### src/rtl/dpd_tap_fanout8.sv
// Complex sample fan-out for the eight DPD actuator branches: tap k = x(n - k*S), S = tap_stride+1.
// Optional `DPD_FANOUT_ZERO_PAD_EN: emit every accepted sample, reading unfilled taps as zero.
module dpd_tap_fanout8 #(
  parameter int DWIDTH     = 16,
  parameter int MAX_STRIDE = 4,
  parameter int STRIDE_W   = 2
) (
  input  logic                  clk,
  input  logic                  rst_n,
  input  logic                  clear,
  input  logic [STRIDE_W-1:0]   tap_stride,
  input  logic                  din_enable,
  input  logic [2*DWIDTH-1:0]   din,
  output logic                  dout_valid,
  output logic [2*DWIDTH-1:0]   dout0,
  output logic [2*DWIDTH-1:0]   dout1,
  output logic [2*DWIDTH-1:0]   dout2,
  output logic [2*DWIDTH-1:0]   dout3,
  output logic [2*DWIDTH-1:0]   dout4,
  output logic [2*DWIDTH-1:0]   dout5,
  output logic [2*DWIDTH-1:0]   dout6,
  output logic [2*DWIDTH-1:0]   dout7,
  output logic                  warm
);

  localparam int SW    = 2 * DWIDTH;
  localparam int DEPTH = 7 * MAX_STRIDE + 1;
  localparam int CNT_W = $clog2(7 * MAX_STRIDE + 1);

  typedef enum logic [1:0] {ST_EMPTY, ST_FILL, ST_RUN} state_t;

  state_t              state, state_nxt;
  logic [STRIDE_W-1:0] stride_code;
  logic [CNT_W-1:0]    fill_cnt, fill_cnt_nxt, cnt_inc;
  logic [CNT_W-1:0]    span_cur;
  logic                stride_chg, valid_nxt;
  int                  s_new;

  logic [SW-1:0] hist    [DEPTH];
  logic [SW-1:0] taps_q  [8];
  logic [SW-1:0] tap_sel [8];

  // Codes beyond the largest supported spacing saturate rather than wrap.
  function automatic int stride_of(input logic [STRIDE_W-1:0] code);
    int s;
    s = int'(code) + 1;
    if (s > MAX_STRIDE) s = MAX_STRIDE;
    return s;
  endfunction

  assign s_new      = stride_of(tap_stride);
  assign span_cur   = CNT_W'(7 * stride_of(stride_code));
  assign stride_chg = (tap_stride != stride_code);
  assign cnt_inc    = fill_cnt + 1'b1;

  // Taps are picked from the pre-shift buffer with the stride in force after this edge.
  always_comb begin
    // NOTE: every always_comb output gets a default first so no path leaves it unassigned (no latch).
    for (int k = 0; k < 8; k++) tap_sel[k] = '0;
    tap_sel[0] = din;
    for (int k = 1; k < 8; k++)
      for (int s = 1; s <= MAX_STRIDE; s++)
        if (s == s_new) tap_sel[k] = hist[k*s-1];
  end

  always_comb begin
    state_nxt    = state;
    fill_cnt_nxt = fill_cnt;
    valid_nxt    = 1'b0;
    if (din_enable) begin
      fill_cnt_nxt = (fill_cnt >= span_cur) ? fill_cnt : cnt_inc;
`ifdef DPD_FANOUT_ZERO_PAD_EN
      valid_nxt    = 1'b1;
`else
      valid_nxt    = (fill_cnt >= span_cur);
`endif
    end
    case (state)
      ST_EMPTY: if (din_enable) state_nxt = ST_FILL;
      ST_FILL:  if (din_enable && cnt_inc >= span_cur) state_nxt = ST_RUN;
      ST_RUN:   state_nxt = ST_RUN;
      default:  state_nxt = ST_EMPTY;
    endcase
    // A new stride restarts warm-up; a sample taken now is the first one under it.
    if (stride_chg) begin
      fill_cnt_nxt = din_enable ? CNT_W'(1) : '0;
      state_nxt    = din_enable ? ST_FILL : ST_EMPTY;
`ifdef DPD_FANOUT_ZERO_PAD_EN
      valid_nxt    = din_enable;
`else
      valid_nxt    = 1'b0;
`endif
    end
  end

  always_ff @(posedge clk) begin
    // NOTE: sequential state uses non-blocking assignments so all registers see pre-edge values.
    if (!rst_n) begin
      state       <= ST_EMPTY;
      fill_cnt    <= '0;
      stride_code <= '0;
      dout_valid  <= 1'b0;
    end else if (clear) begin
      state       <= ST_EMPTY;
      fill_cnt    <= '0;
      dout_valid  <= 1'b0;
    end else begin
      state       <= state_nxt;
      fill_cnt    <= fill_cnt_nxt;
      stride_code <= tap_stride;
      dout_valid  <= valid_nxt;
    end
  end

  always_ff @(posedge clk) begin
    // NOTE: the history is deliberately reset so unfilled taps read as zero, not stale data.
    if (!rst_n || clear) begin
      for (int j = 0; j < DEPTH; j++) hist[j] <= '0;
      for (int k = 0; k < 8; k++) taps_q[k] <= '0;
    end else if (din_enable) begin
      hist[0] <= din;
      for (int j = 1; j < DEPTH; j++) hist[j] <= hist[j-1];
      for (int k = 0; k < 8; k++) taps_q[k] <= tap_sel[k];
    end
  end

  assign warm  = (state == ST_RUN);
  assign dout0 = taps_q[0];
  assign dout1 = taps_q[1];
  assign dout2 = taps_q[2];
  assign dout3 = taps_q[3];
  assign dout4 = taps_q[4];
  assign dout5 = taps_q[5];
  assign dout6 = taps_q[6];
  assign dout7 = taps_q[7];

endmodule
### config.mk
export PLATFORM = sky130hd
export DESIGN_NAME = dpd_tap_fanout8
export DESIGN_NICKNAME = d
export VERILOG_FILES = /design/src/rtl/dpd_tap_fanout8.sv
export SDC_FILE = /design/constraint.sdc
export NUM_CORES = 1
export LEC_CHECK = 0
export CAP_MARGIN = 5
export CORE_UTILIZATION = 50
export CTS_BUF_LIST = sky130_fd_sc_hd__clkbuf_16
export DETAILED_ROUTE_END_ITERATION = 12
export GPL_TIMING_DRIVEN = 0
export PLACE_DENSITY = 0.69
export SYNTH_ARGS = -nofsm -noshare
export SYNTH_HDL_FRONTEND = slang
export SYNTH_SLANG_ARGS = --single-unit
### constraint.sdc
create_clock -name clk -period 89.8 [get_ports clk]
set_input_delay 26.94 -clock clk [delete_from_list [all_inputs] [get_ports clk]]
set_output_delay 26.94 -clock clk [all_outputs]
set_load 0.05 [all_outputs]
# After elaboration in Yosys (flattened, before gate mapping)
# Memories as Yosys holds them, arrays and structs flattened.
# Cells that the tools add are included.
# classes
addsub,3
n_mul,1
n_div,0
order_cmp,4
eq_ne,10
shift,0
mux,81
bitwise_logic,39
n_reduce_logical,9
# ops
op,n
$mux W32,65
$eq A3 B32 Y1 const A,2
$or A1 B1 Y1,37
$eq A2 B32 Y1 const A,1
$eq A4 B32 Y1 const A,1
$mul A4 B32 Y5 const A,1
$mux W5,3
$ge A5 B5 Y1,2
$mux W1,7
$add A2 B1 Y3 const B,2
$gt A3 B3 Y1 const B,2
$mux W2,3
$mux W3,2
$ne A3 B3 Y1 const B,2
$pmux W2 S3,1
$add A5 B1 Y5 const B,1
$reduce_and A2 Y1,2
$reduce_or A4 Y1,1
$eq A2 B1 Y1 const B,1
$eq A2 B2 Y1 const B,1
$logic_not A2 Y1,1
$ne A2 B2 Y1,1
$ne A2 B2 Y1 const B,1
$not A1 Y1,2
other kinds (5),5
# totals
regBits,10
latchBits,0
mem_bits_rw,1184
romBits,0
input_bits,38
output_inout_bits,258
word_cells,153
mem_count,2
# memory_table
name,depth,word_bits,read_ports,rd_ports_with_merged_regs,wr,line_no,rtl
hist,29,32,28,0,29,39,logic [SW-1:0] hist [DEPTH];
taps_q,8,32,8,0,8,40,logic [SW-1:0] taps_q [8];

# Logic depth before layout (Yosys ltp)
# Gate-level depths: netlist (run 1).
# logic_depth
depth_word,9
ltp_mapped,9
depth_no_buf,8

# Worst setup path after synthesis (run 1)
# OpenSTA, ideal clock, no wires.
# synth_timing
path_kind,input-to-reg
start,in rst_n
end,"mem hist[0][0] (netlist name), enable pin"
setup_ns,7.700
arrival_ns,45.830
t_required_ns,82.100
setup_slack_ns,36.271
cell_stages,5
cell_sequence,nor2b_1 clkbuf_1 clkbuf_1 clkbuf_1 nand2_1
# synth_rtl
element,line_no,rtl
start: declaration,9,"input logic rst_n,"
end: declaration,39,

==> results of run 1 <==
==> layout make-up <==
class / count / area share
antenna: 14 / 0.000618
inverter: 9 / 0.000596
sequential: 1130 / 0.596
tap: 1265 / 0.0279
buffer: 293 / 0.0225
timing repair buffer: 310 / 0.0597
clock buffer: 114 / 0.0503
clock inverter: 98 / 0.0192
multi-input combinational: 1419 / 0.223
==> flip-flops by register name, summed over array words and instances, names as in the netlist <==
signal / cells
state: 2
hist: 896
taps_q: 224
dout_valid: 1
stride_code: 2
fill_cnt: 5
==> cell families (layout without fill, tap and decap cells) <==
kind of cell / count (synthesis) / in the layout
adders and majority gates: 11 / 11
buffers and inverters: 302 / 824
and+or+nand+nor: 1148 / 1148
xor gates and xnor gates: 6 / 6
AOI/OAI and AO/OA: 23 / 23
muxes: 229 / 229
DFF: 1130 / 1130
other: 1 / 16
==> final timing paths <==
check | to | slack (ns) | cells past startpoint
setup / recovery | hist[12][39] | 58.72 | 11
hold / removal | hist[13][41] | 0.49 | 1
setup reg to reg | fill_cnt[0] | 87.41 | 9
hold reg to reg | hist[13][41] | 0.49 | 1
==> synth_stat cells, drive strengths merged, types with 2 or more instances <==
cell type     n
a211oi        4
a21boi        2
a21oi         2
and2        384
and3        736
buf          75
clkbuf      218
dfxtp        10
edfxtp     1120
ha           10
inv           8
mux2i         5
mux4        224
nand2         8
nand2b        3
nand3         3
nor2          5
nor2b         3
o211a         2
o21ai         4
o221a         3
or3           3
xnor2         3
xor2          3
==> metal layers <==
| metal | vias up | global-route usage | wire [µm] |
|---|---|---|---|
| li1 | 11900 | - | - |
| met1 | 15500 | 0.424 | 56200 |
| met2 | 2298 | 0.484 | 70700 |
| met3 | 319 | 0.0906 | 20100 |
| met4 | 4 | 0.117 | 5670 |
| met5 | - | 0 | 22 |
==> power by group through the flow <==
| stage | Clock [µW] | Sequential (µW) | Combinational, µW |
|---|---|---|---|
| floorplan | 0 | 660 | 41.2 |
| global placement | 0 | 657 | 97.1 |
| detailed placement | 0 | 627 | 101 |
| CTS | 507 | 617 | 101 |
| global route | 526 | 619 | 104 |
| finish | 505 | 617 | 102 |
==> stage by stage <==
step	setup WS, ns	utilization	total power [µW]	hold WS, ns	instance area (µm²)
after floorplan	36.27	-	702	0.455	47800
after global placement	25.81	0.551	754	0.472	52300
after detailed placement	58.15	0.556	728	0.491	52700
after CTS	58.85	0.598	1220	0.491	56700
after global routing	58.62	0.598	1250	0.511	56700
final	58.72	0.598	1220	0.487	56700
==> results.sh, run 1 <==
export IMPL_status="completed"
export IMPL_worstPathCellList="clkdlybuf4s50_1, nor2b_1, clkbuf_1, clkbuf_1, clkbuf_1, nand2_4, buf_16, buf_16, buf_16, buf_16, buf_16"
export IMPL_arrival_ns=31.47
export IMPL_ys_seq_area_frac=0.708
export IMPL_critPathLaunchType="input port"
export IMPL_dieHeight_um=311
export IMPL_grt_max_degree=76
export IMPL_cts_resized=0
export IMPL_syn_inst=2850
export IMPL_r2r_start="stride_code[0]"
export IMPL_leakage_uw=0.0242
export IMPL_grt_pass1_vias=29600
export IMPL_gp_congestion=0.952
export IMPL_hold_path_class="flop to flop"
export IMPL_crit_top_cell="buf_16"
export IMPL_cap_violations=0
export IMPL_swShare=0.241
export IMPL_drive_above_1_share=0.145
export IMPL_drt_total_wl_mm=153
export IMPL_fin_cells=4652
export IMPL_ant_nets=0
export IMPL_grt_pass1_wl_mm=213
export IMPL_critical_path_max_stage_delay_ns=0.70
export IMPL_power_frac_seq=0.504
export IMPL_overflow=0
export IMPL_synth_edf_count=1120
export IMPL_n_fill_cell=7007
export IMPL_synth_yosys_warnings=0
export IMPL_dr_pass1_iters=6
export IMPL_clkLatencyLatePin_ns=0.72
export IMPL_synth_compound_area_frac=0.00380
export IMPL_nets=3325
export IMPL_crit_type="input port to flop"
export IMPL_cts_hold_buffers=0
export IMPL_wl_per_cell_um=32.8
export IMPL_dieArea_um2=96800
export IMPL_skew_ns=0.0389
export IMPL_period_share=0.346
export IMPL_avgSynthCellArea_um2=16.8
export IMPL_p_int_uw=930
export IMPL_hold_violations=0
export IMPL_setup_violations=0
export IMPL_via_count=30000
export IMPL_crit_fanout=75
export IMPL_clkTransAtPathRegs_ns=0.06
export IMPL_synth_top_cell_area_share=0.704
export IMPL_synth_async_reset_ratio=0
export IMPL_slew_viol_final=0
export IMPL_critPathRequiredTime_ns=90.19
export IMPL_crit_path_end_kind="flop"
export IMPL_synth_flop_cell="edfxtp_1"
export IMPL_yosysUniqueCellTypes=41
export IMPL_clockBufferDepth=3
export IMPL_cts_root_buffer="clkbuf_16"
export IMPL_final_seq_area_um2=33800
export IMPL_synth_area_top_cells="edfxtp_1, mux4_2, and3_1"
export IMPL_ios=296
export IMPL_synth_top_family_by_area="simple AND/OR/NAND/NOR gates"
export IMPL_final_cell_mix="edfxtp_1, and3_1, and2_1"
export IMPL_drt_iter0_markers=4682
export IMPL_multi_input_area_um2=12600
export IMPL_area_growth_pct=18.8
export IMPL_rsz0062_at_grt="no"
export IMPL_ys_seq_elements=1130
export IMPL_die_w_um=311
export IMPL_cts_tree="built"
export IMPL_viasPerCell=6.46
export IMPL_muxShareOfSynthArea=0.107
export IMPL_num_rows=113
export IMPL_clock_sinks=1130
export IMPL_drcViolationCount=0
export IMPL_relSlewSlack=0.0736
export IMPL_postCtsSetupRepairBufs=0
export IMPL_worstMarginPinSlew_ns=1.39
export IMPL_core_um2=94900
export IMPL_final_common_cell="edfxtp_1"
export IMPL_antenna_found_initial=22
export IMPL_comb_power_share=0.083
export IMPL_worst_path_buf_inv=9
export IMPL_start_util=0.503
export IMPL_grtUsageTotal=0.313
export IMPL_ir_drop_mv=0.0157
export IMPL_cp_top_family="buffers and inverters"
export IMPL_htreeDepth=3
export IMPL_setup_tns_ns=0
export IMPL_clkPwrFrac=0.413
export IMPL_switchingPower_uw=295
export IMPL_min_from="hist[13][9]"
export IMPL_max_freq_mhz=32.2
export IMPL_cts_buffers=113
export IMPL_portBuffers=293
export IMPL_cp_slowest_cell="clkbuf_1"
export IMPL_crit_start="rst_n"
export IMPL_yosysTopAreaCell="edfxtp_1"
export IMPL_synthAdderAreaFrac=0.00304
export IMPL_dpl_cell_count=4426
export IMPL_powerDensity_nw_per_um2=21.6
export IMPL_synth_xor_area_frac=0.00110
export IMPL_finalCriticalPeriod_ns=31.08
export IMPL_synth_simple_area_share=0.150
export IMPL_netlist_area_um2=47800
export IMPL_dp_hpwl_mm=106
No activity file was read; power rests on OpenSTA's default activity.
==> run 2: changes to the inputs <==
PLACE_DENSITY = 0.72   (was 0.69)
clock period = 27.6 ns   (was 89.8 ns; I/O delays follow)
==> results.sh, run 2 (same netlist as run 1, synthesis figures left out) <==
export IMPL_top_regs="hist (896), taps_q (224), fill_cnt (5)"
export IMPL_fin_cells=4643
export IMPL_gp_congestion=0.958
export IMPL_swShare=0.242
export IMPL_crit_fanout=134
export IMPL_n_fill_cell=7022
export IMPL_grt_pass1_wl_mm=214
export IMPL_critPathRequiredTime_ns=27.95
export IMPL_portBuffers=293
export IMPL_switchingPower_uw=952
export IMPL_clkLatencyLatePin_ns=0.70
export IMPL_reg2reg_depth=9
export IMPL_postCtsSetupRepairBufs=0
export IMPL_clkTransAtPathRegs_ns=0.06
export IMPL_critPathLaunchType="input port"
export IMPL_p_int_uw=2970
export IMPL_drive_above_1_share=0.137
export IMPL_setup_violations=0
export IMPL_use_met1=0.426
export IMPL_dieArea_um2=96800
export IMPL_cts_root_buffer="clkbuf_16"
export IMPL_ios=296
export IMPL_slew_viol_final=0
export IMPL_ir_drop_mv=0.0468
export IMPL_drcViolationCount=0
export IMPL_start_util=0.503
export IMPL_powerDensity_nw_per_um2=69.6
export IMPL_grtUsageTotal=0.312
export IMPL_status="completed"
export IMPL_clkPwrFrac=0.404
export IMPL_skew_ns=0.0184
export IMPL_cp_slowest_cell="clkbuf_1"
export IMPL_overflow=0
export IMPL_drt_total_wl_mm=151
export IMPL_cp_top_family="buffers and inverters"
export IMPL_relSlewSlack=0.0651
export IMPL_finalCriticalPeriod_ns=12.65
export IMPL_final_area_um2=56400
export IMPL_grt_busiest_layer="met2"
export IMPL_core_um2=94900
export IMPL_via_count=29800
export IMPL_hold_depth=2
export IMPL_top_register="hist"
export IMPL_viasPerCell=6.43
export IMPL_power_frac_seq=0.512
export IMPL_dp_hpwl_mm=104
export IMPL_drt_iter0_markers=4989
export IMPL_cts_resized=0
export IMPL_area_growth_pct=18.0
export IMPL_final_common_cell="edfxtp_1"
export IMPL_rsz0062_at_grt="no"
export IMPL_cts_hold_buffers=0
export IMPL_crit_top_cell="buf_16"
export IMPL_cp_depth=10
export IMPL_die_w_um=311
export IMPL_crit_path_end_kind="flop"
export IMPL_max_freq_mhz=79.1
export IMPL_dieHeight_um=311
export IMPL_dpl_cell_count=4418
export IMPL_antenna_found_initial=16
export IMPL_final_cell_mix="edfxtp_1, and3_1, and2_1"
export IMPL_hold_path_class="flop to flop"
export IMPL_wl_per_cell_um=32.6
export IMPL_crit_type="input port to flop"
export IMPL_worstMarginPinSlew_ns=1.40
export IMPL_cap_violations=0
export IMPL_grt_max_degree=135
export IMPL_hold_violations=0
export IMPL_dr_pass1_iters=6
export IMPL_ant_nets=0
export IMPL_dpl_instance_area_um2=52500
export IMPL_comb_power_share=0.083
export IMPL_worst_path_buf_inv=8
export IMPL_clock_sinks=1130
export IMPL_critical_path_max_stage_delay_ns=0.72
export IMPL_clockBufferDepth=3
export IMPL_grtUsageMet2=0.471
export IMPL_num_rows=113
export IMPL_cts_tree="built"
export IMPL_htreeDepth=3
export IMPL_largest_register_ffs=896
export IMPL_leakage_uw=0.0240
export IMPL_cts_buffers=115
export IMPL_period_share=0.458
export IMPL_use_met3=0.0966
export IMPL_worstPathCellList="clkdlybuf4s50_1, nor2b_1, clkbuf_1, clkbuf_1, clkbuf_1, nand2_8, buf_16, buf_16, buf_16, buf_16"
export IMPL_nets=3319
export IMPL_final_util=0.594
export IMPL_arrival_ns=12.99
export IMPL_grt_pass1_vias=29400
==> run 2: path summary, 6_finish.rpt <==
check | end | from | slack, ns
worst max-delay path | taps_q[1][72] | rst_n | 14.95
worst min-delay path | state[1] | state[1] | 0.50
worst max register to register | fill_cnt[0] | stride_code[0] | 25.23
worst min register to register | state[1] | state[1] | 0.50
==> run 2: metal layers <==
| layer | vias up | share of wire |
|---|---|---|
| met1 | 15300 | 0.37 |
| met3 | 332 | 0.13 |
| li1 | 11900 | - |
| met4 | 0 | 0.040 |
| met2 | 2327 | 0.46 |
| met5 | - | 0 |
==> run 2: power by group through the flow <==
stage | sequential (µW) | combinational, µW | clock (µW)
global placement | 2090 | 315 | 0
floorplan | 2120 | 134 | 0
global route | 2010 | 336 | 1650
CTS | 2010 | 324 | 1590
detailed placement | 2040 | 322 | 0
finish | 2010 | 327 | 1590
==> run 2: tightest hold or removal path: stages (launching register included) <==
cell and delay (ns):
dfxtp_1 0.33, nand2_1 0.06, mux2i_1 0.06
==> run 2: cell type report <==
class,instances,area (µm²),share of cell area
well taps,1265,1580,0.0281
clock inverters,99,863,0.0153
multi-input cells,1419,12600,0.224
diodes,9,22.5,0.000400
clock buffers,117,2930,0.0519
flip-flops and latches,1130,33800,0.600
inverters,9,33.8,0.000599
plain buffers,293,1270,0.0226
repair buffers,302,3180,0.0564
==> run 2: through the flow <==
step / setup slack (ns) / TNS [ns] / total power, µW / hold WS, ns
2_1_floorplan: 4.31 / 0 / 2250 / 0.455
3_3_place_gp: -2.56 / -2713.98 / 2410 / 0.485
3_5_place_dp: 14.41 / 0 / 2360 / 0.485
4_1_cts: 15.10 / 0 / 3920 / 0.492
5_1_grt: 14.78 / 0 / 4000 / 0.525
6_report: 14.95 / 0 / 3920 / 0.496
